**src/rtl/nn_pkg.sv**
```systemverilog
// Shared types, FSM encoding and a generic signed clamp for the neuron MAC datapath.
package nn_pkg;

  localparam int NN_DATA_BITS = 16;
  localparam int NN_FRAC_BITS = 8;
  localparam int NN_ACC_BITS  = 32;

  typedef logic signed [NN_DATA_BITS-1:0] data_t;
  typedef logic signed [NN_ACC_BITS-1:0]  acc_t;

  typedef enum logic [2:0] {
    IDLE  = 3'd0,
    ACCUM = 3'd1,
    FLUSH = 3'd2,
    ROUND = 3'd3,
    DONE  = 3'd4
  } mac_state_e;

  // Clamp v into the signed range of a 'bits'-wide integer; caller keeps the low bits.
  function automatic logic signed [63:0] sat_narrow(input logic signed [63:0] v, input int bits);
    logic signed [63:0] hi;
    logic signed [63:0] lo;
    hi = (64'sd1 <<< (bits - 1)) - 64'sd1;
    lo = -hi - 64'sd1;
    if (v > hi) return hi;
    if (v < lo) return lo;
    return v;
  endfunction

endpackage

```
**src/rtl/mac_saturate.sv**
```systemverilog
// Combinational signed W-bit add that clamps to the W-bit range and flags when it did.
module mac_saturate #(
  parameter int W = 32
) (
  input  logic signed [W-1:0] a,
  input  logic signed [W-1:0] b,
  output logic signed [W-1:0] sum,
  output logic                ovf
);

  logic signed [W:0] full;

  assign full = $signed({a[W-1], a}) + $signed({b[W-1], b});
  // One guard bit suffices: the two top bits disagree exactly when the W-bit result wrapped.
  assign ovf  = full[W] ^ full[W-1];
  assign sum  = !ovf     ? full[W-1:0] :
                full[W]  ? {1'b1, {(W-1){1'b0}}} :
                           {1'b0, {(W-1){1'b1}}};

endmodule

```
**src/rtl/neuron_mac.sv**
```systemverilog
// Streamed x*w multiply-accumulate plus bias with saturated Q-format result; two cycles from last pair to out_valid.
// Defining NEURON_MAC_RELU_EN applies ReLU to the rounded result; out_valid is held until out_ready.
module neuron_mac
  import nn_pkg::*;
#(
  parameter int DATA_BITS = NN_DATA_BITS,
  parameter int FRAC_BITS = NN_FRAC_BITS,
  parameter int ACC_BITS  = NN_ACC_BITS,
  parameter int MAX_TERMS = 784,
  parameter int CNT_BITS  = $clog2(MAX_TERMS + 1)
) (
  input  logic                        clk,
  input  logic                        rst_n,
  input  logic                        start,
  input  logic [CNT_BITS-1:0]         num_terms,
  input  logic signed [DATA_BITS-1:0] bias,
  input  logic                        in_valid,
  output logic                        in_ready,
  input  logic signed [DATA_BITS-1:0] x,
  input  logic signed [DATA_BITS-1:0] w,
  output logic                        out_valid,
  input  logic                        out_ready,
  output logic signed [DATA_BITS-1:0] out_sum,
  output logic                        busy,
  output logic                        overflow
);

  localparam int PW = 2 * DATA_BITS;

  mac_state_e state, state_next;

  logic [CNT_BITS-1:0]         cnt, n_lat, cnt_inc;
  logic signed [ACC_BITS-1:0]  acc, acc_next, prod_ext, bias_acc;
  logic signed [PW-1:0]        prod;
  logic                        prod_vld, acc_ovf, beat, start_acc;
  logic signed [63:0]          shifted, narrowed;
  logic signed [DATA_BITS-1:0] round_val;
  logic                        round_ovf;

  assign beat      = in_valid && in_ready;
  assign start_acc = (state == IDLE) && start;
  assign cnt_inc   = cnt + 1'b1;
  assign prod_ext  = ACC_BITS'(prod);
  assign bias_acc  = ACC_BITS'(bias) <<< FRAC_BITS;

  mac_saturate #(.W(ACC_BITS)) u_sat (
    .a   (acc),
    .b   (prod_ext),
    .sum (acc_next),
    .ovf (acc_ovf)
  );

  always_comb begin
    shifted   = 64'(acc >>> FRAC_BITS);
    narrowed  = sat_narrow(shifted, DATA_BITS);
    round_ovf = (narrowed != shifted);
    round_val = narrowed[DATA_BITS-1:0];
`ifdef NEURON_MAC_RELU_EN
    if (round_val[DATA_BITS-1]) round_val = '0;
`endif
  end

  always_ff @(posedge clk or negedge rst_n) begin
    if (!rst_n) state <= IDLE;
    else        state <= state_next;
  end

  always_comb begin
    state_next = state;
    case (state)
      IDLE:    if (start) state_next = (num_terms != '0) ? ACCUM : ROUND;
      ACCUM:   if (beat && (cnt_inc == n_lat)) state_next = FLUSH;
      FLUSH:   state_next = ROUND;
      ROUND:   state_next = DONE;
      DONE:    if (out_ready) state_next = IDLE;
      default: state_next = IDLE;
    endcase
  end

  always_comb begin
    in_ready  = (state == ACCUM);
    out_valid = (state == DONE);
    busy      = (state != IDLE);
  end

  // The product lands one cycle after its beat and is folded into acc on the next edge.
  always_ff @(posedge clk or negedge rst_n) begin
    if (!rst_n) begin
      cnt      <= '0;
      n_lat    <= '0;
      acc      <= '0;
      prod     <= '0;
      prod_vld <= 1'b0;
      out_sum  <= '0;
      overflow <= 1'b0;
    end else if (start_acc) begin
      n_lat    <= (num_terms > CNT_BITS'(MAX_TERMS)) ? CNT_BITS'(MAX_TERMS) : num_terms;
      cnt      <= '0;
      acc      <= bias_acc;
      prod_vld <= 1'b0;
      overflow <= 1'b0;
    end else begin
      prod_vld <= beat;
      if (beat) begin
        prod <= PW'(x) * PW'(w);
        cnt  <= cnt_inc;
      end
      if (prod_vld) begin
        acc <= acc_next;
        if (acc_ovf) overflow <= 1'b1;
      end
      if (state == ROUND) begin
        out_sum <= round_val;
        if (round_ovf) overflow <= 1'b1;
      end
    end
  end

endmodule

```
**config.mk**
```make
export PLATFORM = sky130hd
export DESIGN_NAME = neuron_mac
export DESIGN_NICKNAME = d
export VERILOG_FILES = /design/src/rtl/nn_pkg.sv /design/src/rtl/mac_saturate.sv /design/src/rtl/neuron_mac.sv
export SDC_FILE = /design/constraint.sdc
export NUM_CORES = 1
export LEC_CHECK = 0
export CAP_MARGIN = 10
export CORE_UTILIZATION = 40
export DETAILED_ROUTE_END_ITERATION = 12
export PLACE_DENSITY_LB_ADDON = 0.05
export SLEW_MARGIN = 40
export SYNTH_ARGS = -nofsm -noshare
export SYNTH_HDL_FRONTEND = slang
export SYNTH_SLANG_ARGS = --single-unit
```
**constraint.sdc**
```tcl
create_clock -name clk -period 3.6 [get_ports clk]
set_input_delay 0.72 -clock clk [delete_from_list [all_inputs] [get_ports clk]]
set_output_delay 0.72 -clock clk [all_outputs]
set_load 0.01 [all_outputs]
```
==> flow_metrics.py <==
metrics = {
    "run_status": {
        "outcome": "finished with violations",
        "violations": "negative setup slack",
    },
    "run": {
        "cap_violations": 0,
    },
    "die": {
        "fp-row-count": 73,
        "core_area_mm2": 0.0399,
        "dieWidth_um": 204,
        "io_pins": 83,
        "start_util": 0.408,
        "die_height_um": 204,
        "die_area_mm2": 0.0415,
    },
    "placement": {
        "io_buffers": 82,
        "placed_cells": 2588,
        "dp_hpwl_um": 34900,
        "place_congestion": 0.882,
        "placed_area_mm2": 0.0196,
    },
    "global_routing": {
        "grt_overflow": 0,
        "grt_max_degree": 68,
        "met1_usage": 0.296,
        "grt_use_total": 0.217,
        "use_met3": 0.0201,
        "grtUsageMet2": 0.367,
        "antenna_found_initial": 0,
        "grt-busiest-layer": "met2",
        "grt_pass1_wl_um": 71500,
        "grt_pass1_vias": 13900,
    },
    "timing": {
        "slew_viol_final": 0,
        "layout_worst_path_cycle_share": 1.72,
        "worstMarginPinSlew_ns": 0.739,
        "skew_ns": 0.0129,
        "fin_ws_ns": -2.60,
        "rsz0062_at_grt": "true",
        "setup_tns_ns": -50.59,
        "setup_viol": 27,
        "finalHoldViolations": 0,
        "max_clock_freq_ghz": 0.161,
        "timing.final.crit_period_ns": 6.20,
        "relSlewSlack": 0.505,
    },
    "finish": {
        "syn2layout_area_growth_pct": 33.1,
        "layout_commonest_cell": "inv_1",
        "fin_cells": 2707,
        "post-route-util": 0.543,
        "fill_cells": 3724,
        "nNetsFinal": 2619,
        "layout-drive-gt1-share": 0.274,
        "fin_area_mm2": 0.0217,
        "multi_input_comb_area_mm2": 0.0131,
        "ff_latch_area_mm2": 0.00263,
        "n_antenna_cell": 0,
        "mostFrequentLayoutCells": "inv_1 (293), fa_1 (229), nand2_1 (216)",
    },
    "detailed_routing": {
        "vias_per_cell": 4.89,
        "postRouteAntennaNets": 0,
        "drtIter0Drc": 442,
        "dr.pass1.iters": 5,
        "drt-wirelength-per-cell_um": 16.2,
        "wirelength_um": 44000,
        "vias": 13200,
        "drc": 0,
    },
    "cts": {
        "h-tree-depth": 3,
        "clk_latency_ns": 0.37,
        "path_clk_slew_ns": 0.07,
        "cts_buffers": 9,
        "cts_root_buf": "clkbuf_16",
        "clockBufferDepth": 2,
        "clock-sinks": 105,
        "cts_tree": "done",
    },
    "hold_path": {
        "hp-class": "in -> async",
    },
    "logic_synthesis": {
        "synthArstFlopShare": 1.00,
        "synth-seq-cells": 105,
        "synthFlopType": "dfrtp_1",
        "ys_seq_area_frac": 0.161,
        "syn-mean-instance-area_um2": 8.83,
        "synth_nets": 2286,
        "synthCells": 1844,
        "ys_types": 70,
        "yosysWarnings": 0,
        "synth_area_mm2": 0.0163,
        "synth_edf_count": 0,
    },
    "setup_path": {
        "reg2reg_from": "acc[1]",
        "reg2reg_slack_ns": 0.30,
        "critPathLaunch": "w[11]",
        "rr_worst_depth": 10,
        "worstReg2RegEnd": "acc[23]",
        "critPathMaxFanout": 4,
        "critical_path_arrival_ns": 6.46,
        "path_class": "in -> reg",
        "crit_path_start_kind": "input port",
        "cp-end-kind": "flip-flop",
        "cp.required_ns": 3.86,
    },
}
==> metal layers <==
layer / wire, um / vias up
met5: 0 / -
met4: 736 / 0
met3: 1270 / 49
met2: 21200 / 222
met1: 20800 / 6480
li1: - / 6484
==> worst max-delay path by stage <==
stage | endpoint | slack [ns]
after floorplan | prod[30] | -2.72
after global placement | prod[30] | -3.45
after detailed placement | prod[31] | -3.49
after CTS | prod[30] | -2.75
after global routing | prod[31] | -2.76
final | prod[30] | -2.60
==> critical path, stage by stage <==
cell	delay [ns]
buf_8	0.11
clkbuf_16	0.14
and2_4	0.15
fa_1	0.54
inv_2	0.04
fa_1	0.54
inv_2	0.05
fa_2	0.55
fa_2	0.44
fa_1	0.54
inv_1	0.05
fa_1	0.51
inv_2	0.05
ha_4	0.23
nand2_2	0.05
a21o_1	0.13
nand2_2	0.10
o41ai_4	0.46
o221ai_2	0.17
o41a_1	0.33
a21o_1	0.19
xor2_1	0.13
mux2_4	0.25
==> cells by family (layout without fill, tap and decap cells) <==
logic type / after synthesis / after routing / synth area share
AND/OR/NAND/NOR: 551 / 551 / 0.164
buffers and inverters: 412 / 750 / 0.0953
adder cells (fa/ha/maj): 382 / 382 / 0.414
AO/OA/AOI/OAI: 313 / 313 / 0.121
flip-flops: 105 / 105 / 0.161
XOR/XNOR: 78 / 78 / 0.0420
multiplexers: 3 / 3 / 0.00215
==> state kept, by name, indices dropped and copies added, names as in the netlist <==
name	count
acc	32
prod	32
out_sum	16
cnt	10
n_lat	10
state	3
overflow	1
prod_vld	1
==> Yosys cell counts, types with 3 or more instances <==
| master | count | share of area |
|---|---|---|
| inv_1 | 347 | 0.080 |
| nor3_1 | 14 | 0.0043 |
| a211oi_2 | 3 | 0.0023 |
| o31ai_1 | 7 | 0.0032 |
| a31oi_1 | 10 | 0.0038 |
| o21a_1 | 10 | 0.0046 |
| maj3_1 | 3 | 0.0018 |
| nand2_1 | 247 | 0.057 |
| nand4_1 | 6 | 0.0023 |
| o21bai_1 | 8 | 0.0037 |
| or3_1 | 3 | 0.0012 |
| nor3b_1 | 16 | 0.0074 |
| xor2_1 | 27 | 0.015 |
| a21oi_1 | 86 | 0.026 |
| a22oi_1 | 7 | 0.0032 |
| nand2b_1 | 8 | 0.0031 |
| ha_1 | 116 | 0.089 |
| or2_2 | 5 | 0.0019 |
| a22o_1 | 5 | 0.0027 |
| xnor2_1 | 51 | 0.027 |
| nor2b_1 | 3 | 0.0012 |
| o211ai_1 | 15 | 0.0069 |
| o2111ai_1 | 4 | 0.0022 |
| a21o_1 | 22 | 0.010 |
| dfrtp_1 | 105 | 0.16 |
| nand3_1 | 24 | 0.0074 |
| nor2_1 | 63 | 0.015 |
| nand3b_1 | 4 | 0.0018 |
| a211oi_1 | 5 | 0.0023 |
| and3_1 | 12 | 0.0046 |
| and2_1 | 132 | 0.051 |
| o21ai_1 | 5 | 0.0015 |
| nor4_1 | 6 | 0.0023 |
| fa_1 | 263 | 0.32 |
| o41ai_1 | 3 | 0.0016 |
| o21ai_0 | 95 | 0.029 |
| clkbuf_1 | 61 | 0.014 |
==> what timing repair did <==
item	CTS	global route
gates resized for setup	280	170
gates cloned	5	3
pin swaps	142	133
endpoints found under the setup margin	28	27
setup buffers	69	38
hold buffers	0	0
==> through the flow <==
step | setup WS, ns | hold WS, ns
final | -2.60 | 0.313
after global routing | -2.76 | 0.360
after CTS | -2.75 | 0.322
after detailed placement | -3.49 | 0.470
after global placement | -3.45 | 0.464
after floorplan | -2.72 | 0.424
==> final cells by class <==
type,instances,share of cell area
Sequential cell,105,0.121
Inverter,348,0.0604
Multi-Input combinational cell,1327,0.604
Clock buffer,11,0.0112
Clock inverter,5,0.00220
Timing Repair Buffer,386,0.171
Tap cell,525,0.0303
Power is left out: the tool's default activity adds up to more than one toggle a clock period on the data nets, which glitch-free logic cannot reach.
==> patch: new RTL, same flow settings <==
The option `NEURON_MAC_RELU_EN` is turned on by a define.
--- a/src/rtl/neuron_mac.sv
+++ b/src/rtl/neuron_mac.sv
@@ -1,5 +1,7 @@
 // Streamed x*w multiply-accumulate plus bias with saturated Q-format result; two cycles from last pair to out_valid.
 // Defining NEURON_MAC_RELU_EN applies ReLU to the rounded result; out_valid is held until out_ready.
+`define NEURON_MAC_RELU_EN
+
 module neuron_mac
   import nn_pkg::*;
 #(
Behaviour: not the same (Yosys sat finds a counterexample within 4 cycles, from zero or initial values and one cycle with rst_n low).
==> patch against the unedited design <==
The run still ends with setup timing left. Sequential share of layout area is 0.46 points higher. Global-route usage is 0.60 points lower. Sequential cell count is 1 lower. Design area is 4.6% lower. Routed wire length is 5.4% lower. Via count is 4.6% lower. Area after synthesis is 0.20% lower. Worst setup slack better by 0.24 ns. Worst hold slack better by 0.044 ns. Critical endpoint is now prod[28]$_DFFE_PN0P_. Highest routed layer unchanged.
Power is not shown: default switching activity piles up to over one toggle a cycle in this logic, so the estimate is an artifact.
==> patch: results (changes against the unedited design) <==
{| class="wikitable"
! Metric !! Value
|-
| Outcome || finished with violations
|-
| Violated checks || setup timing
|-
| Vias per std cell || 4.81 (-1.6%)
|-
| Overall fraction of global-route tracks in use || 0.211 (-0.00598)
|-
| Portion of the layout cell area used by clock cells || 0.0146 (+0.00118)
|-
| Top cells by area, synth || fa_1 (32%), dfrtp_1 (16%), ha_1 (8.9%)
|-
| XOR/XNOR Fraction of Synth Area || 0.0431 (+0.00116)
|-
| Detailed Place HPWL || 34400 um (-1.5%)
|-
| Arrival time worst endpoint || 6.20 ns (-0.26 ns)
|-
| Global-route wire length before repair || 69900 um (-2.3%)
|-
| Storage cell area || 0.00260 mm2 (-0.95%)
|-
| Final Skew || 0.00920 ns (-0.00373 ns)
|-
| Final Routed Wirelength || 41600 um (-5.4%)
|-
| Post-synthesis cell type count || 66 (-5.7%)
|-
| Post-CTS Repair Setup Buffers || 42 (-39%)
|-
| Maximum number of pins on one net before global-route repair || 63 (-7.4%)
|-
| Global-route track usage on met2 || 0.357 (-0.0102)
|-
| Detailed-routed wire length on met3 || 1000 um (-21%)
|-
| Biggest regs || acc: 32 flops, prod: 32 flops, out_sum: 15 flops
|-
| Adder-cell share of the synthesized area || 0.415 (about the same)
|-
| Gp weighted congestion || 0.810 (-8.1%)
|-
| Net Count, Synth || 2270 (-0.70%)
|-
| Final count of negative-setup-slack endpoints || 27 (unchanged)
|-
| Mapped Cells || 1828 (-0.87%)
|-
| Worst hold-check slack || 0.357 ns (+0.0438 ns)
|-
| Fraction of final layout cells sized beyond drive strength 1 || 0.242 (-0.0322)
|-
| Share of cell area taken by multi-input logic gates || 0.629 (+0.0249)
|-
| Global-route track usage on met3 || 0.0165 (-0.00368)
|-
| Number of signal-net buffers in the layout || 320 (-17%)
|-
| Number of cells on the worst reg-to-reg path || 12 (+2)
|-
| Number of sequential storage elements || 104 (-0.95%)
|-
| Worst slew margin || 0.551 (+0.0452)
|-
| Buffering overhead || 0.136 (-0.0350)
|-
| Start point of the critical path || w[6]
|-
| Number of nets at the end of the flow || 2537 (-3.1%)
|-
| Drt initial violations || 477 (+7.9%)
|-
| Final cell count without fillers || 2625 (-3.0%)
|-
| Cell types with the highest counts after synthesis || inv_1 (348), fa_1 (263), nand2_1 (248)
|-
| R2R Path Start || acc[0]$_DFFE_PN0P_
|-
| Vias in the first global route || 13700 (-1.7%)
|-
| Met1 layer wirelength in the final routing || 20400 um (-2.0%)
|-
| Post-route worst setup slack || -2.36 ns (+0.235 ns)
|-
| GR Layer Usage met1 || 0.294 (-0.00186)
|-
| Number of buffers added on ports || 81 (-1.2%)
|-
| Termination of the worst setup path || prod[28]$_DFFE_PN0P_
|-
| Worst reg2reg path endpoint || acc[1]$_DFFE_PN0P_
|-
| Setup slack of the most critical reg-to-reg path || 0.26 ns (-0.04 ns)
|-
| Number of filler cells placed in the layout || 3720 (-0.11%)
|-
| Compound-gate portion of the synthesized area || 0.122 (+0.000705)
|}
==> patch: cell count changes in the layout (fill, tap and decap cells not counted), sizes merged, moves of 7 or more <==
cell | before | now
a21o | 24 | 36
a21oi | 87 | 78
a22oi | 7 | 0
buf | 328 | 260
nor3b | 16 | 9
o21a | 10 | 3
o21ai | 101 | 111
==> patch: per-stage QoR <==
| stage | setup TNS [ns] | utilization | setup slack [ns] | area (um2) |
|---|---|---|---|---|
| global placement | -73.34 | 0.482 | -3.36 | 19200 |
| floorplan | -44.86 | - | -2.30 | 16700 |
| detailed placement | -74.76 | 0.482 | -3.41 | 19300 |
| CTS | -50.07 | 0.512 | -2.47 | 20500 |
| finish | -48.87 | 0.518 | -2.36 | 20700 |
| global route | -53.33 | 0.518 | -2.57 | 20700 |
==> patch: worst max-delay path: cells and delay by family <==
kind / cells / cell delay, ns
xor+xnor: 1 / 0.17
buf+inv: 9 / 0.86
simple gates: 1 / 0.17
fa+ha+maj: 7 / 3.22
compound gates: 7 / 1.05
